<file path="src/rtl/zube_wb_pkg.sv">
// Purpose: shared types and default sizes for the zube Wishbone initiator.
// Latency: n/a (declarations only).
// Backpressure: n/a (declarations only).
package zube_wb_pkg;

    // Initiator FSM states.
    typedef enum logic [1:0] {
        ST_IDLE = 2'd0,
        ST_BUS  = 2'd1,
        ST_RESP = 2'd2
    } zube_wb_state_e;

    localparam int ZUBE_WB_ADDR_W  = 32;
    localparam int ZUBE_WB_DATA_W  = 32;
    localparam int ZUBE_WB_TIMEOUT = 255;

    // Counter width for a timeout limit; a zero limit (never time out) still
    // gets a 1-bit counter so the declaration stays legal.
    function automatic int zube_wb_cnt_w(input int timeout_cycles);
        return (timeout_cycles == 0) ? 1 : $clog2(timeout_cycles + 1);
    endfunction

endpackage

</file>
<file path="src/rtl/zube_wb_initiator.sv">
// Purpose: Wishbone classic single-transfer master; one read/write per command.
// Latency: accept edge N, cyc/stb high from N+1, rsp_valid after N+2 at best (3 cycles/command back-to-back).
// Backpressure: cmd_ready only in IDLE; response held until rsp_valid&rsp_ready.
//
// Ports:
//   clk, reset              - clock, asynchronous active-high reset
//   cmd_valid/ready/we/addr/data - command channel (valid/ready)
//   rsp_valid/ready/data/err      - response channel (valid/ready); err = timed out
//   wb_cyc/stb/we/addr/data_out, wb_ack_in, wb_data_in - Wishbone master port
// Optional: `define ZUBE_WB_INIT_SEL_EN adds cmd_sel / wb_sel_out byte lane selects;
//   unselected lanes of read data are returned as zero.
module zube_wb_initiator
    import zube_wb_pkg::*;
#(
    parameter int ADDR_WIDTH     = ZUBE_WB_ADDR_W,
    parameter int DATA_WIDTH     = ZUBE_WB_DATA_W,
    parameter int TIMEOUT_CYCLES = ZUBE_WB_TIMEOUT
) (
    input  logic                    clk,
    input  logic                    reset,
    input  logic                    cmd_valid,
    output logic                    cmd_ready,
    input  logic                    cmd_we,
    input  logic [ADDR_WIDTH-1:0]   cmd_addr,
    input  logic [DATA_WIDTH-1:0]   cmd_data,
`ifdef ZUBE_WB_INIT_SEL_EN
    input  logic [DATA_WIDTH/8-1:0] cmd_sel,
    output logic [DATA_WIDTH/8-1:0] wb_sel_out,
`endif
    output logic                    rsp_valid,
    input  logic                    rsp_ready,
    output logic [DATA_WIDTH-1:0]   rsp_data,
    output logic                    rsp_err,
    output logic                    wb_cyc_out,
    output logic                    wb_stb_out,
    output logic                    wb_we_out,
    output logic [ADDR_WIDTH-1:0]   wb_addr_out,
    output logic [DATA_WIDTH-1:0]   wb_data_out,
    input  logic                    wb_ack_in,
    input  logic [DATA_WIDTH-1:0]   wb_data_in
);

    localparam int CNT_W   = zube_wb_cnt_w(TIMEOUT_CYCLES);
    localparam int TO_LAST = (TIMEOUT_CYCLES == 0) ? 0 : TIMEOUT_CYCLES - 1;

    zube_wb_state_e          state_q, state_d;
    logic [CNT_W-1:0]        cnt_q, cnt_d;
    logic                    cyc_q, cyc_d;
    logic                    we_q, we_d;
    logic [ADDR_WIDTH-1:0]   addr_q, addr_d;
    logic [DATA_WIDTH-1:0]   wdata_q, wdata_d;
    logic                    rsp_vld_q, rsp_vld_d;
    logic [DATA_WIDTH-1:0]   rsp_dat_q, rsp_dat_d;
    logic                    rsp_err_q, rsp_err_d;
    logic [DATA_WIDTH-1:0]   rd_mask;

`ifdef ZUBE_WB_INIT_SEL_EN
    logic [DATA_WIDTH/8-1:0] sel_q, sel_d;

    // Expand byte selects into a bit mask for read data.
    always_comb begin
        rd_mask = '0;
        for (int i = 0; i < DATA_WIDTH/8; i++) begin
            rd_mask[8*i +: 8] = {8{sel_q[i]}};
        end
    end

    always_comb begin
        sel_d = sel_q;
        if (state_q == ST_IDLE && cmd_valid) begin
            sel_d = cmd_sel;
        end
    end

    always_ff @(posedge clk or posedge reset) begin
        if (reset) begin
            sel_q <= '1;
        end else begin
            sel_q <= sel_d;
        end
    end

    assign wb_sel_out = sel_q;
`else
    // Full-word transfers only.
    assign rd_mask = '1;
`endif

    always_comb begin
        state_d   = state_q;
        cnt_d     = cnt_q;
        cyc_d     = cyc_q;
        we_d      = we_q;
        addr_d    = addr_q;
        wdata_d   = wdata_q;
        rsp_vld_d = rsp_vld_q;
        rsp_dat_d = rsp_dat_q;
        rsp_err_d = rsp_err_q;

        case (state_q)
            ST_IDLE: begin
                if (cmd_valid) begin
                    we_d    = cmd_we;
                    addr_d  = cmd_addr;
                    wdata_d = cmd_data;
                    cyc_d   = 1'b1;
                    cnt_d   = '0;
                    state_d = ST_BUS;
                end
            end
            ST_BUS: begin
                // Ack is checked first so an ack on the last allowed cycle wins.
                if (wb_ack_in) begin
                    cyc_d     = 1'b0;
                    rsp_dat_d = we_q ? '0 : (wb_data_in & rd_mask);
                    rsp_err_d = 1'b0;
                    rsp_vld_d = 1'b1;
                    state_d   = ST_RESP;
                end else if (TIMEOUT_CYCLES != 0 && cnt_q == CNT_W'(TO_LAST)) begin
                    cyc_d     = 1'b0;
                    rsp_dat_d = '0;
                    rsp_err_d = 1'b1;
                    rsp_vld_d = 1'b1;
                    state_d   = ST_RESP;
                end else if (TIMEOUT_CYCLES != 0) begin
                    // Terminates at TO_LAST, so this never wraps.
                    cnt_d = cnt_q + CNT_W'(1);
                end
            end
            ST_RESP: begin
                if (rsp_ready) begin
                    rsp_vld_d = 1'b0;
                    state_d   = ST_IDLE;
                end
            end
            default: begin
                cyc_d     = 1'b0;
                rsp_vld_d = 1'b0;
                state_d   = ST_IDLE;
            end
        endcase
    end

    always_ff @(posedge clk or posedge reset) begin
        if (reset) begin
            state_q   <= ST_IDLE;
            cnt_q     <= '0;
            cyc_q     <= 1'b0;
            we_q      <= 1'b0;
            addr_q    <= '0;
            wdata_q   <= '0;
            rsp_vld_q <= 1'b0;
            rsp_dat_q <= '0;
            rsp_err_q <= 1'b0;
        end else begin
            state_q   <= state_d;
            cnt_q     <= cnt_d;
            cyc_q     <= cyc_d;
            we_q      <= we_d;
            addr_q    <= addr_d;
            wdata_q   <= wdata_d;
            rsp_vld_q <= rsp_vld_d;
            rsp_dat_q <= rsp_dat_d;
            rsp_err_q <= rsp_err_d;
        end
    end

    assign cmd_ready   = (state_q == ST_IDLE);
    assign wb_cyc_out  = cyc_q;
    assign wb_stb_out  = cyc_q;
    assign wb_we_out   = we_q;
    assign wb_addr_out = addr_q;
    assign wb_data_out = wdata_q;
    assign rsp_valid   = rsp_vld_q;
    assign rsp_data    = rsp_dat_q;
    assign rsp_err     = rsp_err_q;

endmodule

</file>
<file path="config.mk">
export PLATFORM = sky130hd
export DESIGN_NAME = zube_wb_initiator
export DESIGN_NICKNAME = d
export VERILOG_FILES = /design/src/rtl/zube_wb_pkg.sv /design/src/rtl/zube_wb_initiator.sv
export SDC_FILE = /design/constraint.sdc
export NUM_CORES = 1
export LEC_CHECK = 0
export CORE_UTILIZATION = 58
export CTS_BUF_LIST = sky130_fd_sc_hd__clkbuf_8 sky130_fd_sc_hd__clkbuf_16
export CTS_CLUSTER_DIAMETER = 150
export CTS_CLUSTER_SIZE = 20
export DETAILED_ROUTE_END_ITERATION = 6
export DONT_BUFFER_PORTS = 1
export PLACE_DENSITY = 0.77
export RECOVER_POWER = 50
export SYNTH_ARGS = -nofsm -noshare
export SYNTH_HDL_FRONTEND = slang
export SYNTH_SLANG_ARGS = --single-unit
</file>
<file path="constraint.sdc">
create_clock -name clk -period 6.1 [get_ports clk]
set_input_delay 1.22 -clock clk [delete_from_list [all_inputs] [get_ports clk]]
set_output_delay 1.22 -clock clk [all_outputs]
set_load 0.005 [all_outputs]
</file>
# Word-level counts from Yosys, hierarchy flattened
# Cells that the tools add are included.
# Widths: inputs -> output; s select.
op_classes:
  add_sub_neg: 1
  n_eq_ne: 8
  muxes: 21
  n_bitwise: 2
  n_reduce_logical: 9
ops:
  columns: ["cell", "count"]
  rows:
  - ["$mux 32", 3]
  - ["$mux 8", 3]
  - ["$pmux 8 s2", 1]
  - ["$reduce_and 3->1", 3]
  - ["$add 8x1->8 const B", 1]
  - ["$eq 8x8->1 const B", 1]
  - ["$mux 2", 4]
  - ["$ne 2x2->1 const B", 4]
  - ["$mux 1", 7]
  - ["$pmux 1 s3", 2]
  - ["$pmux 2 s3", 1]
  - ["$reduce_and 2->1", 2]
  - ["$reduce_and 4->1", 1]
  - ["$reduce_bool 2->1", 2]
  - ["$ne 3x3->1 const B", 1]
  - ["$eq 2x1->1 const B", 1]
  - ["$eq 2x2->1 const B", 1]
  - ["$logic_not 2->1", 1]
  - ["$not 1->1", 2]
totals:
  ff_bits: 110
  out_inout_bits: 102
  word_cells: 50

# Logic depth before layout (Yosys ltp)
# Gate-level depths: netlist (run 1).
depth:
  depth_word: 4
  mapped_depth: 7
  ltp_nobuf: 6

# Worst setup path before layout (run 1)
# OpenSTA, ideal clock, no wires.
synth_path:
  path_type: "input -> register"
  from: "in cmd_valid"
  to: "reg wdata_q[10], in the netlist wb_data_out[10]"
  setup_time_ps: 125
  arrival_ps: 2254
  t_required_ps: 5975
  setup_slack_ps: 3721
  stages: 4
  cell_sequence: "nor3b_2 -> buf_2 -> buf_2 -> mux2_2"
synth_via:
  elab_chain_cells: 1
synth_rtl:
  columns: ["element", "line", "rtl"]
  rows:
  - ["from (decl)", "zube_wb_initiator.sv:21", "input logic cmd_valid,"]
  - ["$reduce_and 2->1 (no source line)", null, null]
  - ["to (signal assigned)", "zube_wb_initiator.sv:161", "wdata_q <= wdata_d;"]
  - ["to (decl)", "zube_wb_initiator.sv:51", "logic [DATA_WIDTH-1:0] wdata_q, wdata_d;"]
# Every way passes these cells.
# A chain may end at the register's enable or synchronous reset.

==> results of run 1 <==
==> final cells by class <==
type                            count  share of cell area [%]
Inverter                            4                   0.363
Timing Repair Buffer                3                   0.419
Sequential cell                   110                    61.5
Clock inverter                      7                    1.40
Multi-Input combinational cell    153                    30.9
Tap cell                           96                    2.68
Clock buffer                        9                    2.77
==> registers in the layout, summed over array words and instances, names as in the netlist <==
register	count
rsp_valid	1
wb_cyc_out	1
wb_data_out	32
cnt_q	8
rsp_err	1
wb_addr_out	32
wb_we_out	1
rsp_data	32
state_q	2
==> worst reg2reg max path: cells and delay by family, from the launching register on <==
kind,cells,cell delay [ps]
DFF,1,500
and+or+nand+nor,3,1800
AOI/OAI and AO/OA,1,290
==> kinds of logic after synthesis <==
family	after synthesis	share of synthesized area, %
compound gates	55	9.88
fa+ha+maj	2	0.592
buf+inv	20	2.40
flops	110	65.1
mux	66	17.7
simple gates	30	4.38
==> per-layer routing <==
| metal | routed length, um | vias to the layer above | share of wire [%] |
|---|---|---|---|
| met1 | 3140 | 1208 | 38 |
| met3 | 894 | 11 | 11 |
| met4 | 123 | 0 | 1.5 |
| met2 | 4030 | 145 | 49 |
| met5 | 0 | - | 0 |
| li1 | - | 1023 | - |
==> cell usage in the layout (no fill, tap or decap), types with 4 or more instances in the layout <==
master,netlist,routed
nand2_1,8,8
a31oi_1,5,5
a21oi_1,10,10
nand3_1,4,4
a22o_1,32,32
dfrtp_1,110,110
clkbuf_8,0,9
mux2_2,65,65
o21ai_0,4,4
==> worst min path at each step <==
stage,endpoint,from,depth (start not counted),slack (ps)
after floorplan,cnt_q[6]$_DFFE_PP0P_,cnt_q[6]$_DFFE_PP0P_,1,490
after global placement,rsp_data[16]$_DFFE_PP0P_,rsp_data[16]$_DFFE_PP0P_,1,520
after detailed placement,rsp_data[16]$_DFFE_PP0P_,rsp_data[16]$_DFFE_PP0P_,1,520
after CTS,wb_data_out[15]$_DFFE_PP0P_,wb_data_out[15]$_DFFE_PP0P_,1,540
after global routing,wb_addr_out[5]$_DFFE_PP0P_,wb_addr_out[5]$_DFFE_PP0P_,1,560
final,rsp_data[16]$_DFFE_PP0P_,rsp_data[16]$_DFFE_PP0P_,1,540
==> where the power goes <==
| part | switching [mW] | internal [mW] |
|---|---|---|
| logic | 0.244 | 0.345 |
| registers | 0.286 | 1.07 |
| clock network | 0.252 | 0.158 |
==> cells in the mapped netlist <==
| cell | count | area share, % |
|---|---|---|
| inv_1 | 4 | 0.35 |
| nand2b_1 | 2 | 0.30 |
| dfrtp_1 | 110 | 65 |
| a21oi_1 | 10 | 1.2 |
| and3_2 | 1 | 0.18 |
| o21ai_0 | 4 | 0.47 |
| buf_4 | 1 | 0.18 |
| nor3_1 | 2 | 0.24 |
| or2_1 | 1 | 0.15 |
| buf_6 | 1 | 0.27 |
| nor3b_2 | 2 | 0.59 |
| clkbuf_1 | 2 | 0.18 |
| nor2_1 | 4 | 0.35 |
| o31ai_1 | 1 | 0.18 |
| a41oi_1 | 1 | 0.21 |
| nor2b_1 | 2 | 0.30 |
| nand2_1 | 8 | 0.71 |
| mux2_4 | 1 | 0.35 |
| ha_1 | 2 | 0.59 |
| o21ai_1 | 1 | 0.12 |
| nand3_4 | 1 | 0.41 |
| nand4_2 | 1 | 0.30 |
| o21a_4 | 1 | 0.35 |
| a22o_1 | 32 | 6.6 |
| nand3_1 | 4 | 0.47 |
| mux2_2 | 65 | 17 |
| a31oi_1 | 5 | 0.74 |
| and3_1 | 1 | 0.15 |
| buf_2 | 12 | 1.4 |
| or4b_1 | 1 | 0.24 |
==> through the flow <==
stage | setup slack, ps | cell area (um2) | utilization [%] | instances | power [mW]
final | 3070 | 4480 | 64.8 | 382 | 2.35
after global routing | 2510 | 4480 | 64.8 | 382 | 2.50
after CTS | 3510 | 4490 | 65.0 | 382 | 2.38
after detailed placement | 3200 | 4300 | 62.3 | 366 | 1.97
after global placement | 3280 | 4300 | 62.3 | 366 | 1.93
after floorplan | 1980 | 4230 | - | 283 | 1.82
==> impl_metrics.tcl, run 1 <==
set metrics [dict create \
    cts-root-buf "clkbuf_8" \
    grt_max_degree 70 \
    worstSetupStartpointType "primary input" \
    hold_path.class "reg2reg" \
    worstSetupStartpoint "reset" \
    fin_crit_ps 3030 \
    clock-skew-final_ps 19.6 \
    post_cts_buffers 0 \
    die_area_um2 7640 \
    synthesis.nets 387 \
    powerDensity_nw_per_um2 525 \
    die_w_um 87.4 \
    slew_viol_final 104 \
    synth_seq_cells 110 \
    yosys_warnings 0 \
    grt_busiest_layer "met2" \
    via_count 2387 \
    leakagePower_nw 1.95 \
    cts_resized 0 \
    worstSetupPathType "in2async" \
    met3_usage_pct 9.00 \
    cts_tree "yes" \
    rr_endpoint "rsp_data[14]$_DFFE_PP0P_" \
    crit_chain "clkinvlp_2 > buf_4" \
    grtUsageMet2_pct 33.6 \
    final-seq-area_um2 2750 \
    synthToLayoutAreaGrowth_pct 5.86 \
    drc_errors 0 \
    worst_slew_pin_slew_ps 2830 \
    critPathMaxFanout 68 \
    final_antenna_net_count 0 \
    max_slew_margin_pct -89.8 \
    synth_area_um2 4230 \
    overflow 0 \
    multi_input_area_um2 1380 \
    wl_per_cell_um 21.4 \
    worst_setup_path_end_kind "async pin" \
    firstDrtPassIters 4 \
    setup-violations-final 0 \
    timing.final.crit_share_pct 49.6 \
    crit_buf_inv 2 \
    r2r_setup_slack_ps 3450 \
    track_usage_pct 21.3 \
    critPathMaxStageDelay_ps 1570 \
    drt_iter0_drc 96 \
    coreArea_um2 6910 \
    diodes 0 \
    reg2reg_from "state_q[0]$_DFFE_PP0P_" \
    grt_pass1_vias 2355 \
    synth_cells 283 \
    ys_seq_area_share_pct 65.1 \
    cp.required_ps 6580 \
    clock_latency_ps 380 \
    hpwl_um 5680 \
    synth.avg_cell_area_um2 14.9 \
    io_buffers 0 \
    ir_drop_v 0.000276 \
    finalHoldViolations 0 \
    whs_ps 539 \
    cts.clk_slew.worst_paths_ps 100 \
    fill_cells 542 \
    htreeDepth 3 \
    pin_count 204 \
    rsz0062_at_grt "false" \
    critical_path.top_delay_family "buffers and inverters" \
    clk_path_buf_depth 2 \
    start_util_pct 61.2 \
    grt_pass1_wl_um 12100 \
    layout-drive-gt1-share_pct 32.2 \
    drt-total-wl_um 8190 \
    fmax_mhz 330 \
    status "complete, but fails checks" \
    gp_congestion 0.769 \
    cts_made_buffers 9 \
    postCtsHoldBufs 0 \
    drv_cap 2 \
    synth_cell_types 30 \
    cp.depth 2 \
    cts_num_sinks 110 \
    reg2reg_depth 4 \
    worstPathArrival_ps 3510 \
    failed_checks "max-capacitance violations, max-slew violations" \
    fin_tns_setup_ps 0 \
    nets 385 \
    rows 30 \
    use_met1_pct 25.9 \
    slowest_stage "clkinvlp_2" \
    die_h_um 87.4 \
    vias_per_cell 6.25 \
    crit_end "wb_addr_out[3]$_DFFE_PP0P_" \
    grt_antenna_before_repair 0 \
]
Power figures use the tool's default switching activity.
==> run 2, diff against run 1 <==
Settings changed: CORE_UTILIZATION 58 to 56.
Clock period 6.1 ns to 2.7 ns, I/O delays scaled along.
==> impl_metrics.tcl, run 2 (synthesis gave the netlist of run 1 again) <==
set metrics [dict create \
    fmax_mhz 429 \
    die_w_um 88.9 \
    critPathMaxFanout 33 \
    fin_util_pct 62.5 \
    fin_tns_setup_ps 0 \
    fin_crit_ps 2330 \
    seqPwrFrac_pct 56.3 \
    die_h_um 88.9 \
    grt_antenna_before_repair 0 \
    die_area_um2 7900 \
    cts_num_sinks 110 \
    status "finished, final reports clean" \
    grt_max_degree 60 \
    finalHoldViolations 0 \
    drt_iter0_drc 93 \
    final_common_cell "dfrtp_1" \
    worst_slew_pin_slew_ps 1410 \
    clock_latency_ps 360 \
    grt_pass1_wl_um 11800 \
    post_cts_buffers 0 \
    hold_path.class "in2reg" \
    final_area_um2 4550 \
    combPwrFrac_pct 25.0 \
    synthToLayoutAreaGrowth_pct 7.69 \
    cts_resized 0 \
    pin_count 204 \
    cts_tree "yes" \
    cts_made_buffers 9 \
    postCtsHoldBufs 0 \
    stdcell_count 389 \
    cp.required_ps 2940 \
    coreArea_um2 7290 \
    htreeDepth 3 \
    placed_area_um2 4350 \
    max_slew_margin_pct 5.20 \
    crit_chain "inv_1 > ha_1 > nand4_2 > nor2_1 > o21ai_2 > buf_4 > o31ai_1" \
    firstDrtPassIters 4 \
    layout-drive-gt1-share_pct 33.4 \
    drv_cap 0 \
    ir_drop_v 0.000649 \
    rows 31 \
    p_int_mw 3.67 \
    fill_cells 583 \
    gp_congestion 0.802 \
    nets 389 \
    io_buffers 0 \
    track_usage_pct 20.2 \
    worstSetupPathType "reg2reg" \
    rsz0062_at_grt "false" \
    via_count 2352 \
    diodes 0 \
    leakagePower_nw 1.99 \
    fin_ws_ps 369 \
    whs_ps 255 \
    slowest_stage "o21ai_2" \
    slew_viol_final 0 \
    drt-total-wl_um 8340 \
    cts-root-buf "clkbuf_8" \
    clk_path_buf_depth 2 \
    switching_share_pct 32.9 \
    overflow 0 \
    dp_cells 373 \
    setup-violations-final 0 \
    p_switching_mw 1.80 \
    place_ws_ps 460 \
    wl_per_cell_um 21.4 \
    worst_setup_path_end_kind "flop" \
    timing.final.crit_share_pct 86.3 \
    vias_per_cell 6.05 \
    clock-skew-final_ps 7.45 \
    drc_errors 0 \
    clockPowerShare_pct 18.8 \
    most-common-layout-cells "dfrtp_1, mux2_2, a22o_1, a21oi_1, clkbuf_8" \
    start_util_pct 58.0 \
    cts.clk_slew.worst_paths_ps 100 \
    crit_buf_inv 2 \
    total_power_mw 5.46 \
    worstPathArrival_ps 2570 \
    powerDensity_nw_per_um2 1200 \
    hpwl_um 5920 \
    grt_pass1_vias 2291 \
    critPathMaxStageDelay_ps 990 \
    worstSetupStartpointType "flop" \
    final_antenna_net_count 0 \
    critical_path.top_delay_family "compound AO/OA/AOI/OAI gates" \
]
## run 2: changes by cell type in the layout (fill, tap and decap cells not counted)
cell	delta
buf_4	+3
buf_12	+1
bufinv_16	+1
clkinv_2	-1
clkinv_4	-1
clkinvlp_4	+1
inv_6	-1
inv_8	+1
nor3b_1	-1
nor3b_2	+1
## run 2: path summary, 6_finish.rpt
| check | startpoint | endpoint | slack, ps | cells after the start |
|---|---|---|---|---|
| max in group asynchronous | reset | rsp_data[22]$_DFFE_PP0P_ | 850 | 2 |
| worst min-delay path | wb_ack_in | rsp_err$_DFFE_PP0P_ | 260 | 1 |
| worst max register to register | cnt_q[0]$_DFFE_PP0P_ | state_q[1]$_DFFE_PP0P_ | 370 | 7 |
| min in group asynchronous | reset | wb_data_out[19]$_DFFE_PP0P_ | 360 | 1 |
| worst min register to register | wb_data_out[14]$_DFFE_PP0P_ | wb_data_out[14]$_DFFE_PP0P_ | 540 | 1 |
| worst max-delay path | cnt_q[0]$_DFFE_PP0P_ | state_q[1]$_DFFE_PP0P_ | 370 | 7 |
## run 2: area by class of cell
cell class	instances	area, um2	area share, %
Multi-Input combinational cell	153	1390	30.5
Timing Repair Buffer	7	61.3	1.35
Clock inverter	7	88.8	1.95
Inverter	4	16.3	0.357
Tap cell	99	124	2.72
Sequential cell	110	2750	60.4
Clock buffer	9	124	2.72
## run 2: worst register-to-register path: cells and delay by family, from the launching register on
family	cells	cell delay [ps]
AO/OA/AOI/OAI	2	1050
flip-flops	1	390
buffers and inverters	2	360
adder cells (fa/ha/maj)	1	220
AND/OR/NAND/NOR	2	210
## run 2: power by group through the flow
stage,Clock (mW),Sequential (mW),Combinational (mW)
detailed placement,0,3.10,1.38
global route,1.11,3.18,1.51
global placement,0,3.08,1.31
CTS,1.05,3.08,1.38
finish,1.02,3.07,1.37
floorplan,0,2.89,1.21
## run 2: routing by layer
metal,GRT usage (%),vias to the layer above,routed length [um]
met4,7.04,0,93
met3,7.66,9,1020
met1,25.5,1170,3190
li1,-,1030,-
met5,0,-,0
met2,32.1,143,4030
